`src/rtl/md_pkg.sv`:
```
// Shared multiply/divide definitions: md_op encodings, engine FSM states and op-class helpers.
// Included by the decoder and hazard unit as well as the engine itself.
package md_pkg;

  localparam int MD_OP_W = 3;

  typedef enum logic [MD_OP_W-1:0] {
    OP_MULT  = 3'b000,
    OP_MULTU = 3'b001,
    OP_DIV   = 3'b010,
    OP_DIVU  = 3'b011,
    OP_MADD  = 3'b100,
    OP_MADDU = 3'b101,
    OP_MSUB  = 3'b110,
    OP_MSUBU = 3'b111
  } md_op_e;

  typedef enum logic [1:0] {
    ST_IDLE = 2'b00,
    ST_MUL  = 2'b01,
    ST_DIV  = 2'b10,
    ST_FIX  = 2'b11
  } md_state_e;

  function automatic logic op_is_div(input md_op_e op);
    return (op == OP_DIV) || (op == OP_DIVU);
  endfunction

  // Bit 0 of every encoding selects the unsigned variant.
  function automatic logic op_is_unsigned(input md_op_e op);
    logic [MD_OP_W-1:0] bits;
    bits = op;
    return bits[0];
  endfunction

endpackage

```
`src/rtl/md_divider.sv`:
```
// Iterative restoring radix-2 unsigned divider: one quotient bit per cycle, WIDTH cycles after load.
// done is high during the cycle in which the final iteration is performed.
module md_divider
  import md_pkg::*;
#(
  parameter int WIDTH = 32
) (
  input  logic             clk,
  input  logic             reset,
  input  logic             load,
  input  logic [WIDTH-1:0] dividend,
  input  logic [WIDTH-1:0] divisor,
  output logic             done,
  output logic [WIDTH-1:0] quot,
  output logic [WIDTH-1:0] rem
);

  localparam int CNT_W = (WIDTH > 2) ? $clog2(WIDTH) : 1;
  localparam logic [CNT_W-1:0] CNT_LAST = CNT_W'(WIDTH - 1);

  logic [WIDTH-1:0] rem_q, rem_d;
  logic [WIDTH-1:0] quot_q, quot_d;
  logic [WIDTH-1:0] dvs_q, dvs_d;
  logic [CNT_W-1:0] cnt_q, cnt_d;
  logic             active_q, active_d;
  logic [WIDTH:0]   shifted;
  logic [WIDTH:0]   diff;
  logic             fits;

  // quot_q doubles as the dividend shift register: dividend bits leave at the top
  // while quotient bits enter at the bottom.
  always_comb begin
    rem_d    = rem_q;
    quot_d   = quot_q;
    dvs_d    = dvs_q;
    cnt_d    = cnt_q;
    active_d = active_q;
    shifted  = {rem_q, quot_q[WIDTH-1]};
    diff     = shifted - {1'b0, dvs_q};
    fits     = ~diff[WIDTH];
    if (load) begin
      rem_d    = '0;
      quot_d   = dividend;
      dvs_d    = divisor;
      cnt_d    = '0;
      active_d = 1'b1;
    end else if (active_q) begin
      rem_d  = fits ? diff[WIDTH-1:0] : shifted[WIDTH-1:0];
      quot_d = {quot_q[WIDTH-2:0], fits};
      cnt_d  = cnt_q + CNT_W'(1);
      if (cnt_q == CNT_LAST) begin
        active_d = 1'b0;
      end
    end
  end

  always_ff @(posedge clk or negedge reset) begin
    if (!reset) begin
      rem_q    <= '0;
      quot_q   <= '0;
      dvs_q    <= '0;
      cnt_q    <= '0;
      active_q <= 1'b0;
    end else begin
      rem_q    <= rem_d;
      quot_q   <= quot_d;
      dvs_q    <= dvs_d;
      cnt_q    <= cnt_d;
      active_q <= active_d;
    end
  end

  assign done = active_q && (cnt_q == CNT_LAST);
  assign quot = quot_q;
  assign rem  = rem_q;

endmodule

```
`src/rtl/md_engine.sv`:
```
// Multi-cycle multiply / multiply-accumulate / divide engine owning the HI/LO register pair.
// Multiplies hold a registered product for MUL_LAT cycles; divides run the iterative divider then a sign-fix cycle.
module md_engine
  import md_pkg::*;
#(
  parameter int WIDTH   = 32,
  parameter int MUL_LAT = 5
) (
  input  logic               clk,
  input  logic               reset,
  input  logic               start,
  input  logic [MD_OP_W-1:0] md_op,
  input  logic [WIDTH-1:0]   opa,
  input  logic [WIDTH-1:0]   opb,
  input  logic               hl_we,
  input  logic               hl_sel,
  input  logic               cancel,
  output logic               busy,
  output logic [WIDTH-1:0]   hi,
  output logic [WIDTH-1:0]   lo
);

  localparam int CNT_W = (MUL_LAT > 1) ? $clog2(MUL_LAT) : 1;
  localparam logic [CNT_W-1:0] CNT_LAST = CNT_W'(MUL_LAT - 1);

  md_state_e          state_q, state_d;
  logic [CNT_W-1:0]   cnt_q, cnt_d;
  md_op_e             op_q, op_d;
  logic [WIDTH-1:0]   a_q, a_d;
  logic [WIDTH-1:0]   b_q, b_d;
  logic [2*WIDTH-1:0] prod_q, prod_d;
  logic [WIDTH-1:0]   hi_q, hi_d;
  logic [WIDTH-1:0]   lo_q, lo_d;
  logic               busy_q, busy_d;

  md_op_e             op_in;
  logic               in_signed;
  logic [2*WIDTH-1:0] ext_a, ext_b, prod_in;
  logic [WIDTH-1:0]   mag_a, mag_b;

  logic [2*WIDTH-1:0] acc, mul_res;
  logic               div_signed, a_neg, b_neg;
  logic [WIDTH-1:0]   div_hi, div_lo;

  logic               div_load, div_done;
  logic [WIDTH-1:0]   div_quot, div_rem;

  // Launch-side operand preparation; the 2W-bit product of extended operands is exact mod 2^(2W).
  always_comb begin
    op_in     = md_op_e'(md_op);
    in_signed = ~op_is_unsigned(op_in);
    ext_a     = in_signed ? {{WIDTH{opa[WIDTH-1]}}, opa} : {{WIDTH{1'b0}}, opa};
    ext_b     = in_signed ? {{WIDTH{opb[WIDTH-1]}}, opb} : {{WIDTH{1'b0}}, opb};
    prod_in   = ext_a * ext_b;
    mag_a     = (in_signed && opa[WIDTH-1]) ? -opa : opa;
    mag_b     = (in_signed && opb[WIDTH-1]) ? -opb : opb;
  end

  // Completion results. Remainder follows the dividend's sign (truncating division).
  always_comb begin
    acc = {hi_q, lo_q};
    unique case (op_q)
      OP_MADD, OP_MADDU: mul_res = acc + prod_q;
      OP_MSUB, OP_MSUBU: mul_res = acc - prod_q;
      default:           mul_res = prod_q;
    endcase
    div_signed = ~op_is_unsigned(op_q);
    a_neg      = div_signed && a_q[WIDTH-1];
    b_neg      = div_signed && b_q[WIDTH-1];
    if (b_q == '0) begin
      div_lo = '1;
      div_hi = a_q;
    end else begin
      div_lo = (a_neg ^ b_neg) ? -div_quot : div_quot;
      div_hi = a_neg ? -div_rem : div_rem;
    end
  end

  always_comb begin
    state_d  = state_q;
    cnt_d    = cnt_q;
    op_d     = op_q;
    a_d      = a_q;
    b_d      = b_q;
    prod_d   = prod_q;
    hi_d     = hi_q;
    lo_d     = lo_q;
    div_load = 1'b0;
    if (cancel) begin
      state_d = ST_IDLE;
      cnt_d   = '0;
    end else begin
      unique case (state_q)
        ST_IDLE: begin
          if (start) begin
            op_d   = op_in;
            a_d    = opa;
            b_d    = opb;
            prod_d = prod_in;
            cnt_d  = '0;
            if (op_is_div(op_in)) begin
              state_d  = ST_DIV;
              div_load = 1'b1;
            end else begin
              state_d = ST_MUL;
            end
          end else if (hl_we) begin
            if (hl_sel) begin
              hi_d = opa;
            end else begin
              lo_d = opa;
            end
          end
        end
        ST_MUL: begin
          if (cnt_q == CNT_LAST) begin
            state_d      = ST_IDLE;
            {hi_d, lo_d} = mul_res;
          end else begin
            cnt_d = cnt_q + CNT_W'(1);
          end
        end
        ST_DIV: begin
          if (div_done) begin
            state_d = ST_FIX;
          end
        end
        ST_FIX: begin
          state_d = ST_IDLE;
          hi_d    = div_hi;
          lo_d    = div_lo;
        end
        default: state_d = ST_IDLE;
      endcase
    end
    busy_d = (state_d != ST_IDLE);
  end

  always_ff @(posedge clk or negedge reset) begin
    if (!reset) begin
      state_q <= ST_IDLE;
      cnt_q   <= '0;
      op_q    <= OP_MULT;
      a_q     <= '0;
      b_q     <= '0;
      prod_q  <= '0;
      hi_q    <= '0;
      lo_q    <= '0;
      busy_q  <= 1'b0;
    end else begin
      state_q <= state_d;
      cnt_q   <= cnt_d;
      op_q    <= op_d;
      a_q     <= a_d;
      b_q     <= b_d;
      prod_q  <= prod_d;
      hi_q    <= hi_d;
      lo_q    <= lo_d;
      busy_q  <= busy_d;
    end
  end

  md_divider #(
    .WIDTH(WIDTH)
  ) u_divider (
    .clk     (clk),
    .reset   (reset),
    .load    (div_load),
    .dividend(mag_a),
    .divisor (mag_b),
    .done    (div_done),
    .quot    (div_quot),
    .rem     (div_rem)
  );

  assign busy = busy_q;
  assign hi   = hi_q;
  assign lo   = lo_q;

endmodule

```
`config.mk`:
```
export PLATFORM = sky130hd
export DESIGN_NAME = md_engine
export DESIGN_NICKNAME = d
export VERILOG_FILES = /design/src/rtl/md_pkg.sv /design/src/rtl/md_divider.sv /design/src/rtl/md_engine.sv
export SDC_FILE = /design/constraint.sdc
export NUM_CORES = 2
export LEC_CHECK = 0
export ABC_AREA = 1
export CORE_UTILIZATION = 60
export DETAILED_ROUTE_END_ITERATION = 12
export PLACE_DENSITY = 0.79
export SYNTH_ARGS = -nofsm -noshare
export SYNTH_HDL_FRONTEND = slang
export SYNTH_HIERARCHICAL = 1
export SYNTH_SLANG_ARGS = --single-unit
```
`constraint.sdc`:
```
create_clock -name clk -period 3.8 [get_ports clk]
set_input_delay 0.76 -clock clk [delete_from_list [all_inputs] [get_ports clk]]
set_output_delay 0.76 -clock clk [all_outputs]
set_load 0.02 [all_outputs]
```
==> reports/qor.json, run 1 <==
{
  "die_height": {"value": 358, "unit": "um"},
  "pin_count": {"value": 138},
  "average_footprint_of_a_synthesized_cell": {"value": 7.37, "unit": "sq um"},
  "std_cell_rows": {"value": 130},
  "number_of_i_o_port_buffers": {"value": 137},
  "outcome": {"value": "stopped before the end"},
  "grt_use_total": {"value": 74.5, "unit": "%"},
  "timing.grt.repair.worst_endpoint": {"value": "prod_q[62]$_DFFE_PN0P_/D"},
  "gpl.final_weighted_congestion": {"value": 1.15},
  "placedInstanceArea": {"value": 89800, "unit": "sq um"},
  "cts_hold_buf": {"value": 0},
  "postSynth.topFlopCell": {"value": "dfrtp_1"},
  "synthArstFlopShare": {"value": 100, "unit": "%"},
  "cts_max_path_buffers": {"value": 3},
  "syn_inst": {"value": 10300},
  "grt_overflow_total": {"value": 967},
  "h-tree-depth": {"value": 2},
  "cts.sink_count": {"value": 303},
  "firstError": {"value": "[ERROR GRT-0232] Routing congestion too high. Check the congestion heatmap in the GUI."},
  "synth_enable_flop_cells": {"value": 0},
  "maximum_number_of_pins_on_one_net_before_global_route_repair": {"value": 98},
  "synth.lib_cells_used.distinct": {"value": 63},
  "clock-root-buffer": {"value": "clkbuf_16"},
  "tritoncts.num_buffers": {"value": 37},
  "number_of_synthesized_register_bits": {"value": 303},
  "haltStage": {"value": "5_1_grt"},
  "seq_area_frac_synth": {"value": 9.95, "unit": "%"},
  "initial_core_util": {"value": 60.6, "unit": "%"},
  "synth-warning-count": {"value": 6},
  "type_of_the_worst_endpoint_after_the_last_repair": {"value": "register input"},
  "synth_fp_nets": {"value": 12200},
  "mappedNetlistArea": {"value": 76200, "unit": "sq um"},
  "die_boundary_width": {"value": 358, "unit": "um"},
  "dp_hpwl": {"value": 270, "unit": "mm"}
}
==> cell usage after synthesis (all sizes together), types with 2 or more instances <==
cell type	n	area share (%)
xnor2	33	0.38
o21ai	421	2.8
inv	2871	14
a22o	2	0.023
nand4	68	0.62
nor4	43	0.35
ha	412	6.8
dfrtp	303	9.9
clkbuf	260	1.3
xor2	159	1.8
a21oi	378	2.5
a31oi	39	0.32
a21o	11	0.11
and3	8	0.066
or2	37	0.31
o31ai	10	0.099
and2	5	0.041
o211ai	24	0.24
nand3b	18	0.18
o22ai	3	0.025
a21boi	10	0.10
a41oi	4	0.046
nor4b	2	0.023
o21a	21	0.21
or3	2	0.016
a211oi	4	0.039
o221ai	29	0.33
nor2	730	3.7
fa	1426	37
nand3	319	2.1
nor3b	2	0.026
o21bai	18	0.18
o2111ai	5	0.057
clkinv	2	0.0099
buf	135	0.83
nand2	2445	12
nor3	74	0.58
==> metal layers <==
layer  GRT overflow  track usage [%]
met2            541             91.7
met4            256             70.3
met1             74             75.4
met3             82             57.3
met5             14             42.9
==> stage by stage <==
stage / instances / worst slack [ns]
4_1_cts: 13200 / -4.55
3_5_place_dp: 13000 / -5.68
3_3_place_gp: 13000 / -5.64
2_1_floorplan: 10300 / -4.66
==> what timing repair did <==
action / CTS
endpoints found under the setup margin: 107
buffers inserted: 131
cloned: 16
resized for setup: 920
pin swaps: 390
==> kinds of logic after synthesis <==
family          share of synthesized area, %
compound gates                          7.16
xor+xnor                                2.21
fa+ha+maj                               44.2
buf+inv                                 16.3
flops                                   9.95
simple gates                            20.2
==> run 2: changes to the inputs <==
--- a/config.mk
+++ b/config.mk
@@ -6,9 +6,9 @@
 export NUM_CORES = 2
 export LEC_CHECK = 0
 export ABC_AREA = 1
-export CORE_UTILIZATION = 60
+export CORE_UTILIZATION = 40
 export DETAILED_ROUTE_END_ITERATION = 12
-export PLACE_DENSITY = 0.79
+export PLACE_DENSITY_LB_ADDON = 0.15
 export SYNTH_ARGS = -nofsm -noshare
 export SYNTH_HDL_FRONTEND = slang
 export SYNTH_HIERARCHICAL = 1
==> reports/qor.json, run 2 <==
{
  "dieArea": {"value": 192000, "unit": "sq um"},
  "hold_viol_final": {"value": 0},
  "drt_pass1_iterations": {"value": 5},
  "synth_top_cells_by_area": {"value": "fa_1 (37%), inv_1 (14%), nand2_1 (12%)", "change": "unchanged"},
  "fp.coreArea": {"value": 189000, "unit": "sq um"},
  "syn_inst": {"value": 10300, "change": "unchanged"},
  "postSynth.topFlopCell": {"value": "dfrtp_1", "change": "unchanged"},
  "maxClockFrequency": {"value": 119, "unit": "MHz"},
  "grt_use_total": {"value": 34.8, "unit": "%"},
  "synth_enable_flop_cells": {"value": 0, "change": "unchanged"},
  "average_footprint_of_a_synthesized_cell": {"value": 7.37, "unit": "sq um", "change": "unchanged"},
  "seq_area_frac_synth": {"value": 9.95, "unit": "%", "change": "unchanged"},
  "crit_fanout": {"value": 6},
  "timing.critical_path.arrival": {"value": 8.83, "unit": "ns"},
  "largest_reg_flops": {"value": 64},
  "final_min_period_over_clock_period": {"value": 220, "unit": "%"},
  "setup.worst_path.end_class": {"value": "register"},
  "clock-root-buffer": {"value": "clkbuf_16", "change": "unchanged"},
  "synth_top_area_share": {"value": 37.5, "unit": "%", "change": "unchanged"},
  "final.min_clock_period": {"value": 8.37, "unit": "ns"},
  "critPathBufInv": {"value": 11},
  "dr.first_iter.drc_count": {"value": 6097},
  "via_count_of_the_first_global_routing_pass": {"value": 75500},
  "cts_tree": {"value": "done"},
  "synth.lib_cells_used.distinct": {"value": 63, "change": "unchanged"},
  "pin_count": {"value": 138, "change": "unchanged"},
  "fillCellCount": {"value": 18500},
  "initial_antenna_violation_count": {"value": 14},
  "cp_common_cell": {"value": "fa_2"},
  "post-synth-top-count-cell": {"value": "inv_1", "change": "unchanged"},
  "layout_common_cells": {"value": "inv_1 (2733), nand2_1 (2307), buf_4 (1404)"},
  "synth_common_cells": {"value": "inv_1 (2862), nand2_1 (2422), fa_1 (1426)", "change": "unchanged"},
  "mappedNetlistArea": {"value": 76200, "unit": "sq um", "change": "unchanged"},
  "drc": {"value": 0},
  "max_flop_register": {"value": "prod_q"},
  "synth-warning-count": {"value": 6, "change": "unchanged"},
  "cpMaxStageDelayCell": {"value": "fa_2"},
  "final_non_filler_cells": {"value": 14200},
  "grt_overflow_total": {"value": 0},
  "final_common_cell": {"value": "inv_1"},
  "critical_path_launch_point_type": {"value": "input pin"},
  "outcome": {"value": "finished with violations", "change": "was stopped before the end"},
  "tritoncts.num_buffers": {"value": 38, "change": "was 37"},
  "holdCritPathClass": {"value": "input pin to asynchronous set/reset pin"},
  "num-nets-final": {"value": 13600},
  "post_route_cells_drive_above_1_share": {"value": 22.5, "unit": "%"},
  "number_of_synthesized_register_bits": {"value": 303, "change": "unchanged"},
  "ff2ff_path_depth": {"value": 28},
  "yosys.area.top_type": {"value": "fa_1", "change": "unchanged"},
  "slew_viol_final": {"value": 0},
  "die_boundary_width": {"value": 438, "unit": "um", "change": "was 358 um"},
  "grt_setup_unrepaired": {"value": "true"},
  "initial_core_util": {"value": 40.4, "unit": "%", "change": "was 60.6%"},
  "cpLargestDelayFamily": {"value": "adder cells"},
  "clkTransAtPathRegs": {"value": 0.06, "unit": "ns"},
  "grt_first_pass_wirelength": {"value": 491, "unit": "mm"},
  "setup_viol_count_final": {"value": 109},
  "number_of_i_o_port_buffers": {"value": 137, "change": "unchanged"},
  "drtAntennaViolNets": {"value": 0},
  "critical_path_cell_count": {"value": 32},
  "die_height": {"value": 438, "unit": "um", "change": "was 358 um"},
  "violations": {"value": "setup timing"},
  "cp_data_required_time": {"value": 4.26, "unit": "ns"},
  "cts_max_path_buffers": {"value": 3, "change": "unchanged"},
  "gpl.final_weighted_congestion": {"value": 1.03, "change": "was 1.15"},
  "max_cap_violations": {"value": 0},
  "num_vias": {"value": 71800},
  "drt-wirelength-per-cell": {"value": 23.3, "unit": "um"},
  "std_cell_rows": {"value": 159, "change": "was 130"},
  "timing.setup.tns": {"value": -242.86, "unit": "ns"},
  "regToRegSetupSlack": {"value": -0.83, "unit": "ns"},
  "h-tree-depth": {"value": 2, "change": "unchanged"},
  "place_inst": {"value": 14000, "change": "was 13000"},
  "synthArstFlopShare": {"value": 100, "unit": "%", "change": "unchanged"},
  "maximum_number_of_pins_on_one_net_before_global_route_repair": {"value": 117},
  "syn_to_final_growth": {"value": 28.8, "unit": "%"},
  "transition_time_at_the_pin_with_the_least_slew_margin": {"value": 1.01, "unit": "ns"},
  "dp_hpwl": {"value": 284, "unit": "mm", "change": "was 270 mm"},
  "setup.worst_path.class": {"value": "input pin to register"},
  "fin_skew": {"value": 0.0556, "unit": "ns"},
  "worst_skew_pair.late_latency": {"value": 0.62, "unit": "ns"},
  "synth_fp_nets": {"value": 12200, "change": "unchanged"},
  "timing.slew.headroom": {"value": 32.5, "unit": "%"},
  "drt_wl_total": {"value": 331, "unit": "mm"},
  "vias_per_cell": {"value": 5.04},
  "cpPeakStageDelay": {"value": 0.68, "unit": "ns"},
  "cts.sink_count": {"value": 303, "change": "unchanged"},
  "setup_slack": {"value": -4.57, "unit": "ns"}
}
run 2: cell counts after synthesis:
Identical to the previous run, type by type.
run 2: metrics by stage:
| step | area [sq um] | hold WS, ns | worst slack (ns) | util [%] |
|---|---|---|---|---|
| after CTS | 96600 | 0.134 | -4.64 | 51.2 |
| after floorplan | 79000 | 0.442 | -4.66 | - |
| after global routing | 98200 | 0.142 | -4.75 | 52.0 |
| final | 98200 | 0.123 | -4.57 | 52.0 |
| after detailed placement | 91900 | 0.459 | -5.92 | 48.7 |
| after global placement | 91900 | 0.457 | -5.85 | 48.7 |
run 2: worst paths after layout:
check / from / to
max: md_op[0] / prod_q[58]
min: reset / prod_q[13]
max reg2reg: prod_q[0] / hi[15]
min reg2reg: b_q[21] / b_q[21]
max in group asynchronous: reset / b_q[1]
min in group clk: b_q[21] / b_q[21]
run 2: worst reg2reg max path, delay by kind of cell, from the launching register on:
kind | cells | cell delay [ns]
simple gates | 13 | 1.62
flops | 1 | 0.39
compound gates | 6 | 1.09
buf+inv | 6 | 0.69
xor+xnor | 1 | 0.23
fa+ha+maj | 2 | 0.47
run 2: layout make-up:
type                       count  area [sq um]  share of cell area [%]
multi-input combinational   6766         60300                    61.4
sequential                   303          7580                    7.73
tap                         2495          3120                    3.18
clock inverter                24           289                   0.294
clock buffer                  46          1030                    1.05
inverter                    2873         10800                    11.0
antenna                       12          30.0                  0.0306
timing repair buffer        1724         15000                    15.3
run 2: per-layer routing:
metal / share of wire, % / GRT usage, % / vias up
li1: - / - / 33000
met5: 0.0039 / 0 / -
met2: 46 / 56.7 / 2399
met4: 4.3 / 12.4 / 2
met1: 43 / 47.2 / 36000
met3: 6.8 / 4.81 / 444
run 2: cell families after synthesis:
logic type,after synthesis,share of synthesized area (%)
and+or+nand+nor,3754,20.2
buffers and inverters,3268,16.3
adders and majority gates,1838,44.2
AOI/OAI and AO/OA,982,7.16
DFF,303,9.95
xor gates and xnor gates,192,2.21
run 2: timing repair:
item | CTS | global route
hold endpoints to repair | 0 | 0
hold buffers | 0 | 0
endpoints found under the setup margin | 111 | 116
cloned | 9 | 4
pin swaps | 285 | 289
gates resized for setup | 694 | 360
buffers inserted | 80 | 39
Power of run 2 is not shown: default switching activity piles up to over one toggle a cycle in this logic, so the estimate is an artifact.
